## src/rtl/lane_accum_stage_if.sv

```systemverilog
// Bus bundle between the HPS memory I/O conduit and the lane accumulator stage.
//   control_data/control_set : control word and its one-cycle strobe (HPS -> stage)
//   input_data/input_set     : 128-bit input word and strobe, no backpressure (HPS -> stage)
//   output_data/output_set   : result word and valid, held until accepted (stage -> HPS)
//   output_waitrequest       : sink stall for the result path (HPS -> stage)
interface lane_accum_stage_if;
  logic [31:0]  control_data;
  logic         control_set;
  logic [127:0] input_data;
  logic         input_set;
  logic [127:0] output_data;
  logic         output_set;
  logic         output_waitrequest;

  modport master (
    output control_data, control_set, input_data, input_set, output_waitrequest,
    input  output_data, output_set
  );

  modport slave (
    input  control_data, control_set, input_data, input_set, output_waitrequest,
    output output_data, output_set
  );
endinterface

```

## src/rtl/lane_accum_stage.sv

```systemverilog
// Lane accumulator stage: buffers input words in a FIFO and, once started, sums each signed
// 32-bit lane over a block of N words, returning one result word through a waitrequest path.
//   clk_clk       : system clock, rising edge
//   reset_reset_n : asynchronous active-low reset
//   bus           : control, input and result signals (slave side)
//   busy          : high while accumulating or emitting
//   overflow      : sticky, an input word was dropped on a full FIFO
//   blocks_done   : number of accepted results, wraps at 2^16
module lane_accum_stage #(
  parameter int unsigned FIFO_DEPTH = 16,
  parameter int unsigned LANES      = 4,
  parameter int unsigned LANE_W     = 32
) (
  input  logic                clk_clk,
  input  logic                reset_reset_n,
  lane_accum_stage_if.slave   bus,
  output logic                busy,
  output logic                overflow,
  output logic [15:0]         blocks_done
);

  localparam int unsigned AW   = $clog2(FIFO_DEPTH);
  localparam int unsigned CntW = AW + 1;

  typedef logic [LANES-1:0][LANE_W-1:0] word_t;
  typedef logic [AW-1:0]                ptr_t;
  typedef logic [CntW-1:0]              cnt_t;
  typedef enum logic [1:0] {StIdle, StAccum, StEmit} state_e;

  // Control decode
  logic        start_req, clear_req, abort_req;
  logic [15:0] ctrl_n;
  logic        unused_ctrl_bits;

  assign ctrl_n           = bus.control_data[31:16];
  assign abort_req        = bus.control_set & bus.control_data[2];
  assign clear_req        = bus.control_set & bus.control_data[1];
  // Abort dominates start; N=0 starts are ignored.
  assign start_req        = bus.control_set & bus.control_data[0] & ~bus.control_data[2] &
                            (ctrl_n != 16'd0);
  assign unused_ctrl_bits = ^bus.control_data[15:3];

  // State
  state_e      state_q, state_d;
  logic [15:0] remaining_q, remaining_d;
  word_t       acc_q, acc_d;
  word_t       out_data_q, out_data_d;
  logic        out_set_q, out_set_d;
  logic [15:0] blocks_q, blocks_d;
  logic        busy_q;
  logic        overflow_q, overflow_d;

  // FIFO
  word_t fifo_mem_q [FIFO_DEPTH];
  ptr_t  wr_ptr_q, wr_ptr_d, rd_ptr_q, rd_ptr_d;
  cnt_t  count_q, count_d;
  logic  fifo_empty, fifo_full, push, pop, drop;
  word_t in_word, rd_word;

  assign in_word    = bus.input_data;
  assign rd_word    = fifo_mem_q[rd_ptr_q];
  assign fifo_empty = (count_q == '0);
  assign fifo_full  = (count_q == cnt_t'(FIFO_DEPTH));
  // A pop in the same cycle frees a slot on a full FIFO, so the push still lands.
  assign push       = bus.input_set & (~fifo_full | pop);
  assign drop       = bus.input_set & fifo_full & ~pop;

  // Block FSM and datapath
  always_comb begin
    state_d     = state_q;
    remaining_d = remaining_q;
    acc_d       = acc_q;
    out_data_d  = out_data_q;
    out_set_d   = out_set_q;
    blocks_d    = blocks_q;
    pop         = 1'b0;
    unique case (state_q)
      StIdle: begin
        if (start_req) begin
          state_d     = StAccum;
          remaining_d = ctrl_n;
          acc_d       = '0;
        end
      end
      StAccum: begin
        if (abort_req) begin
          state_d = StIdle;
          acc_d   = '0;
        end else if (remaining_q == 16'd0) begin
          // Last pop landed on the previous edge; present the sums now.
          state_d    = StEmit;
          out_data_d = acc_q;
          out_set_d  = 1'b1;
        end else if (!fifo_empty) begin
          pop = 1'b1;
          for (int i = 0; i < LANES; i++) begin
            acc_d[i] = acc_q[i] + rd_word[i];
          end
          remaining_d = remaining_q - 16'd1;
        end
      end
      StEmit: begin
        if (abort_req) begin
          state_d   = StIdle;
          out_set_d = 1'b0;
          acc_d     = '0;
        end else if (!bus.output_waitrequest) begin
          state_d   = StIdle;
          out_set_d = 1'b0;
          blocks_d  = blocks_q + 16'd1;
        end
      end
      default: state_d = StIdle;
    endcase
  end

  // FIFO pointers and sticky overflow
  always_comb begin
    wr_ptr_d = wr_ptr_q;
    rd_ptr_d = rd_ptr_q;
    count_d  = count_q;
    if (abort_req) begin
      // Flush, including any word arriving this cycle.
      wr_ptr_d = '0;
      rd_ptr_d = '0;
      count_d  = '0;
    end else begin
      if (push) wr_ptr_d = wr_ptr_q + ptr_t'(1);
      if (pop)  rd_ptr_d = rd_ptr_q + ptr_t'(1);
      unique case ({push, pop})
        2'b10:   count_d = count_q + cnt_t'(1);
        2'b01:   count_d = count_q - cnt_t'(1);
        default: count_d = count_q;
      endcase
    end
  end

  always_comb begin
    overflow_d = overflow_q;
    if (clear_req) overflow_d = 1'b0;
    if (drop)      overflow_d = 1'b1;
  end

  always_ff @(posedge clk_clk or negedge reset_reset_n) begin
    if (!reset_reset_n) begin
      state_q     <= StIdle;
      remaining_q <= '0;
      acc_q       <= '0;
      out_data_q  <= '0;
      out_set_q   <= 1'b0;
      blocks_q    <= '0;
      busy_q      <= 1'b0;
      overflow_q  <= 1'b0;
      wr_ptr_q    <= '0;
      rd_ptr_q    <= '0;
      count_q     <= '0;
    end else begin
      state_q     <= state_d;
      remaining_q <= remaining_d;
      acc_q       <= acc_d;
      out_data_q  <= out_data_d;
      out_set_q   <= out_set_d;
      blocks_q    <= blocks_d;
      busy_q      <= (state_d != StIdle);
      overflow_q  <= overflow_d;
      wr_ptr_q    <= wr_ptr_d;
      rd_ptr_q    <= rd_ptr_d;
      count_q     <= count_d;
    end
  end

  // Storage needs no reset; occupancy is tracked by count_q.
  always_ff @(posedge clk_clk) begin
    if (push) fifo_mem_q[wr_ptr_q] <= in_word;
  end

  assign bus.output_data = out_data_q;
  assign bus.output_set  = out_set_q;
  assign busy            = busy_q;
  assign overflow        = overflow_q;
  assign blocks_done     = blocks_q;

endmodule
```

## src/flat_wrapper.sv

```systemverilog
// flat-port wrapper written by rule: the top's interface ports become plain ports
module lane_accum_stage_flat 
#(
  parameter int unsigned FIFO_DEPTH = 16,
  parameter int unsigned LANES      = 4,
  parameter int unsigned LANE_W     = 32
)
  (clk_clk, reset_reset_n, busy, overflow, blocks_done, bus_control_data, bus_control_set, bus_input_data, bus_input_set, bus_output_waitrequest, bus_output_data, bus_output_set);
  lane_accum_stage_if bus_i ();
  input  logic clk_clk;
  input  logic reset_reset_n;
  output logic busy;
  output logic overflow;
  output logic [15:0] blocks_done;
  input wire logic [$bits(bus_i.control_data)-1:0] bus_control_data;
  input wire logic [$bits(bus_i.control_set)-1:0] bus_control_set;
  input wire logic [$bits(bus_i.input_data)-1:0] bus_input_data;
  input wire logic [$bits(bus_i.input_set)-1:0] bus_input_set;
  input wire logic [$bits(bus_i.output_waitrequest)-1:0] bus_output_waitrequest;
  output wire logic [$bits(bus_i.output_data)-1:0] bus_output_data;
  output wire logic [$bits(bus_i.output_set)-1:0] bus_output_set;
  assign bus_i.control_data = bus_control_data;
  assign bus_i.control_set = bus_control_set;
  assign bus_i.input_data = bus_input_data;
  assign bus_i.input_set = bus_input_set;
  assign bus_i.output_waitrequest = bus_output_waitrequest;
  assign bus_output_data = bus_i.output_data;
  assign bus_output_set = bus_i.output_set;
  lane_accum_stage #(.FIFO_DEPTH(FIFO_DEPTH), .LANES(LANES), .LANE_W(LANE_W)) u_core (.clk_clk(clk_clk), .reset_reset_n(reset_reset_n), .bus(bus_i), .busy(busy), .overflow(overflow), .blocks_done(blocks_done));
endmodule
```

## config.mk

```make
export PLATFORM = sky130hd
export DESIGN_NAME = lane_accum_stage_flat
export DESIGN_NICKNAME = d
export VERILOG_FILES = /design/src/rtl/lane_accum_stage_if.sv /design/src/rtl/lane_accum_stage.sv /design/src/flat_wrapper.sv
export SDC_FILE = /design/constraint.sdc
export NUM_CORES = 2
export LEC_CHECK = 0
export ABC_CLOCK_PERIOD_IN_PS = 6800
export BUFFER_PORTS_ARGS = -buffer_cell sky130_fd_sc_hd__buf_2
export CORE_MARGIN = 4
export CORE_UTILIZATION = 64
export CTS_BUF_LIST = sky130_fd_sc_hd__clkbuf_4 sky130_fd_sc_hd__clkbuf_8
export DETAILED_ROUTE_END_ITERATION = 7
export PLACE_DENSITY = 0.94
export SKIP_CTS_REPAIR_TIMING = 1
export SYNTH_ARGS = -nofsm -noshare
export SYNTH_HDL_FRONTEND = slang
export SYNTH_SLANG_ARGS = --single-unit
export TNS_END_PERCENT = 30
```

## constraint.sdc

```tcl
create_clock -name clk_clk -period 6.8 [get_ports clk_clk]
set_clock_uncertainty 0.1 [all_clocks]
set_input_delay 1.02 -clock clk_clk [delete_from_list [all_inputs] [get_ports clk_clk]]
set_output_delay 1.02 -clock clk_clk [all_outputs]
set_load 0.03 [all_outputs]
```

Yosys cells after proc, flatten, opt, wreduce, memory -nomap -nowiden
Memory sizes are Yosys's and may differ from the RTL's. Index checks and enable logic that the tools add are counted. Widths: inputs -> output; s select.

Flip-flop bits (word level): 306. Output and inout port bits: 147. Input bits: 165. Memory bits (writable): 2048. Memories kept: 1. Logic and storage cells: 109.

Muxes and demuxes: 36. Bitwise logic cells: 14. Reduce and logical (&&, ||, !) cells: 17. Equal/unequal tests: 14. $add $sub $neg: 10.

Memories: u_core.fifo_mem_q (depth 16, width 128, rd ports 1, clocked after memory_dff 0, write ports 1, line lane_accum_stage.sv:54) `word_t fifo_mem_q [FIFO_DEPTH];`.

Operators with widths (count): $mux 128 (5); $pmux 128 s3 (1); $add 32x32->32 (4); $mux 16 (4); $pmux 16 s2 (1); $add 16x1->16 const B (1); $logic_not 16->1 (1); $mux 4 (4); $reduce_bool 16->1 (1); $sub 16x1->16 const B (1); $mux 1 (12); $reduce_bool 2->1 (6); $mux 2 (5); $pmux 5 s2 (1); $reduce_and 5->1 (2); $ne 3x2->1 const B (3); $add 4x1->4 const B (2); $and 1x1->1 (8); $ne 2x1->1 const B (3); $ne 2x2->1 const B (3); $pmux 2 s3 (1); $reduce_and 3->1 (2); $reduce_bool 3->1 (2); $add 5x1->5 const B (1); other kinds (11) (17).

Logic depth before layout (Yosys ltp)
Word-level depth: 10. Gate-level depth with buffers: 21.

Worst setup path before layout
Ideal clock, no wire load.

Kind: input to register. From: input bus_control_set. To: memory u_core.fifo_mem_q[10][0] in the netlist's numbering (enable). Arrival: 5.312 ns. Required time: 6.198 ns. Setup time: 0.502 ns. Cell stages on the path: 8. Buffers on the path: 1. Path slack: 0.886 ns. Cell sequence: and2_1 -> clkbuf_1 -> nor2_1 -> a21oi_1 -> nor2b_1 -> inv_1 -> nor3b_1 -> and2_1.

Word-level cells in the longest chain between the ends: 7.

Ends and longest elaborated chain: from (decl) (line flat_wrapper.sv:16) `input wire logic [$bits(bus_i.control_set)-1:0] bus_control_set;`; $and 1x1->1 (line lane_accum_stage.sv:36) `assign abort_req = bus.control_set & bus.control_data[2];`; $mux 1 (line lane_accum_stage.sv:86) `if (abort_req) begin`; $mux 1 (line lane_accum_stage.sv:77) `unique case (state_q)`; $or 1x1->1 (line lane_accum_stage.sv:65) `assign push = bus.input_set & (~fifo_full | pop);`; $and 1x1->1 (line lane_accum_stage.sv:65); $mux 1 (line lane_accum_stage.sv:174) `if (push) fifo_mem_q[wr_ptr_q] <= in_word;`; $mux 1 (not written as such) (line lane_accum_stage.sv:174); to (decl) (line lane_accum_stage.sv:54).

No other way between the ends.

Worst setup path in the final report
From: register u_core.rd_ptr_q[0]. To: register u_core.acc_q[127] in the netlist's numbering.

Word-level cells in the longest chain between the ends: 6.

Ends and longest elaborated chain: from (decl) (line lane_accum_stage.sv:55) `ptr_t wr_ptr_q, wr_ptr_d, rd_ptr_q, rd_ptr_d;`; from (signal assigned) (line lane_accum_stage.sv:167) `rd_ptr_q <= rd_ptr_d;`; $mem_v2 16x128; $add 32x32->32 (line lane_accum_stage.sv:97) `acc_d[i] = acc_q[i] + rd_word[i];`; $mux 128 (line lane_accum_stage.sv:94) `end else if (!fifo_empty) begin`; $mux 128 (line lane_accum_stage.sv:89) `end else if (remaining_q == 16'd0) begin`; $mux 128 (line lane_accum_stage.sv:86); $pmux 128 s3 (line lane_accum_stage.sv:77); to (signal assigned) (line lane_accum_stage.sv:148) `acc_q <= '0;`; to (signal assigned) (line lane_accum_stage.sv:160) `acc_q <= acc_d;`; to (decl) (line lane_accum_stage.sv:46) `word_t acc_q, acc_d;`.

No other way between the ends. The select of a mux whose other input is x is not followed. A chain may end at the register's enable or synchronous reset.

==> flow_summary.json <==
{
  "status": "finished, violations left",
  "violations": "negative hold slack",
  "tightest_slew_ps": 1247,
  "initial_core_util": 0.6463,
  "setup_violations": 0,
  "rsz0062_at_grt": "no",
  "cts_max_path_buffers": 4,
  "pin_count": 312,
  "syn_area_mm2": 0.09453,
  "rows": 140,
  "cp_max_fo": 38,
  "clock_latency_ps": 1100,
  "cp-end-kind": "register",
  "synth_async_sr_flop_share": 0.1300,
  "synth_edf_count": 2048,
  "syn2layout_area_growth_pct": 12.17,
  "grt_max_degree": 134,
  "synth_area_leader_cell": "edfxtp_1",
  "arrival_ps": 7310,
  "grt_pass1_wl_um": 377800,
  "drc": 0,
  "firstDrtPassIters": 8,
  "die_h_um": 392.3,
  "synth_top_flop_cell": "edfxtp_1",
  "fmax_mhz": 155.0,
  "p_switching_uw": 13250,
  "drv_slew": 0,
  "path_clk_slew_ps": 70,
  "dp_cells": 6737,
  "track_usage": 0.3443,
  "setup_tns_ps": 0,
  "syn_inst": 4633,
  "start_kind": "register",
  "fillers": 7296,
  "powerDensity_mw_per_mm2": 392.6,
  "synth.top_cell.area_share": 0.6505,
  "finalHoldViolCount": 2,
  "core_mm2": 0.1463,
  "htreeDepth": 5,
  "hold_ws_ps": -16.80,
  "synth_warnings": 0,
  "cts_tree": "done",
  "yosysUniqueCellTypes": 76,
  "fin_nets": 5494,
  "routed_wl_um": 261000,
  "crit_type": "register to register",
  "grt_pass1_vias": 55210,
  "max_cap_viol_count": 0,
  "pwr-share-comb": 0.291,
  "multi_input_area_mm2": 0.02431,
  "place_congestion": 0.8668,
  "switching_share": 0.3183,
  "hpwl_um": 146900,
  "clockRootBuffer": "clkbuf_8",
  "synth_top_cells_by_area": "edfxtp_1, mux4_2, dfrtp_1",
  "postRouteAntennaNets": 0,
  "vias_per_cell": 7.215,
  "slew_headroom": 0.1667,
  "drt_iter0_drc": 8186,
  "worstPathRequired_ps": 7650,
  "cts_made_buffers": 367,
  "ir_drop_mv": 0.3459,
  "port_buffers": 298,
  "die-width_um": 392.3,
  "stdcell_count": 7409,
  "vias": 53458,
  "antenna_found_initial": 55,
  "clkPwrFrac": 0.282,
  "drive_above_1_share": 0.3028,
  "seqPwrFrac": 0.427,
  "ys_seq_elements": 2354,
  "dieArea_mm2": 0.1539,
  "ff_latch_area_mm2": 0.06917,
  "cts.sinks": 2354,
  "drt-wirelength-per-cell_um": 35.23,
  "overflow": 0,
  "p_int_uw": 28380,
  "min_path_type": "primary input to async pin",
  "syn_nets": 4938,
  "power_leakage_uw": 0.03687,
  "avgSynthCellArea_um2": 20.40,
  "period_share": 0.9490,
  "ys_seq_area_frac": 0.7315,
  "post-route-min-period_ps": 6454
}
-- power by group through the flow --
stage          registers, µW  logic (µW)  clock network, µW
4_1_cts                17700       11800              11800
3_3_place_gp           17800       10600                  0
5_1_grt                17800       12700              12500
6_report               17800       12100              11700
3_5_place_dp           18000       11400                  0
2_1_floorplan          17700        8180                  0
-- cell usage in the layout, fill, tap and decap left out, drive strengths merged, types with 7 or more instances in the layout --
cell type / count
nand2b: 25
o21bai: 17
clkbuf: 519
and2: 24
nand4: 12
diode: 40
mux4: 640
o22ai: 10
nand3: 31
mux2: 129
o21a: 10
nand2: 188
nor3: 23
ha: 135
xor2: 69
a211oi: 12
a22o: 11
a21oi: 123
a21o: 79
nor2b: 21
buf: 398
edfxtp: 2048
and3: 16
or3: 8
clkinv: 96
xnor2: 64
inv: 53
nor2: 72
o31ai: 10
a31oi: 18
clkinvlp: 7
o21ai: 180
dfrtp: 306
-- per-stage QoR --
stage	hold slack [ps]	util	setup WS (ps)	total power, µW	instance area [µm²]
finish	-16.80	0.7250	346.5	41620	106000
global route	30.34	0.7247	158.2	42990	106000
CTS	-12.61	0.7242	67.31	41280	105900
detailed placement	365.5	0.6759	198.4	29420	98870
global placement	355.9	0.6759	789.9	28400	98870
floorplan	345.2	-	885.9	25870	94530
-- routing by layer --
layer | share of wire | GRT usage | vias to the layer above | wire, µm
li1 | - | - | 20230 | -
met1 | 0.31 | 0.4276 | 26778 | 81540
met2 | 0.49 | 0.5454 | 5254 | 127000
met3 | 0.14 | 0.1085 | 1162 | 35710
met4 | 0.063 | 0.1925 | 34 | 16510
met5 | 0.00092 | 0 | - | 241
-- cells by family after synthesis --
group                    share of synthesized area
AO/OA/AOI/OAI                              0.03408
XOR/XNOR                                   0.01232
adder cells (fa/ha/maj)                    0.01893
buffers and inverters                      0.01207
flip-flops                                  0.7315
multiplexers                                0.1684
AND/OR/NAND/NOR                            0.02269
-- final timing paths --
check / from / to / slack (ps) / cells after the start
max in group asynchronous: reset_reset_n / u_core.acc_q[9]$_DFFE_PN0P_ / 4950 / 2
hold reg to reg: u_core.blocks_done[15]$_DFFE_PN0P_ / u_core.blocks_done[15]$_DFFE_PN0P_ / 370 / 1
setup reg to reg: u_core.rd_ptr_q[0]$_DFFE_PN0P_ / u_core.acc_q[127]$_DFFE_PN0P_ / 350 / 16
hold / removal: reset_reset_n / u_core.blocks_done[15]$_DFFE_PN0P_ / -20 / 1
min in group clk_clk: bus_control_data[16] / u_core.remaining_q[0]$_DFFE_PN0P_ / 130 / 3
setup / recovery: u_core.rd_ptr_q[0]$_DFFE_PN0P_ / u_core.acc_q[127]$_DFFE_PN0P_ / 350 / 16
-- registers in the layout, indices dropped and copies added, names as in the netlist --
register,flops
u_core.remaining_q,16
u_core.bus.output_data,128
u_core.state_q,2
u_core.wr_ptr_q,4
u_core.acc_q,128
u_core.busy,1
u_core.count_q,5
u_core.blocks_done,16
u_core.overflow,1
u_core.bus.output_set,1
u_core.fifo_mem_q,2048
u_core.rd_ptr_q,4
-- area by class of cell --
class	count	share of cell area
clock inverters	113	0.006301
clock buffers	519	0.06029
flip-flops and latches	2354	0.6523
diodes	40	0.0009440
repair buffers	398	0.02655
well taps	1917	0.02262
inverters	49	0.001735
multi-input cells	2019	0.2292
-- cell usage after synthesis (23+ instances only) --
library cell  count
nand2_1         187
nor3_1           23
buf_1            28
edfxtp_1       2048
and2_1           24
a21o_1           79
dfrtp_1         306
ha_1            135
xnor2_1          64
mux2_1          120
clkbuf_1        143
nor2_1           72
mux4_2          640
inv_1            48
a21oi_1         123
nand3_1          31
nand2b_1         25
o21ai_0         178
xor2_1           69
-- critical path, cell delays in order, from the launching register on --
cell and delay, ps:
dfrtp_4 820, buf_12 370, mux4_2 580, mux4_2 510
ha_1 390, a21oi_1 360, a21boi_0 260, o21a_1 240
a211oi_2 520, a211oi_1 340, nor2_2 440, o31ai_1 180
o41ai_1 460, buf_4 260, xnor2_1 160, nand3_1 110
o311ai_1 150
Note: power is estimated with default switching activity, not from simulation.
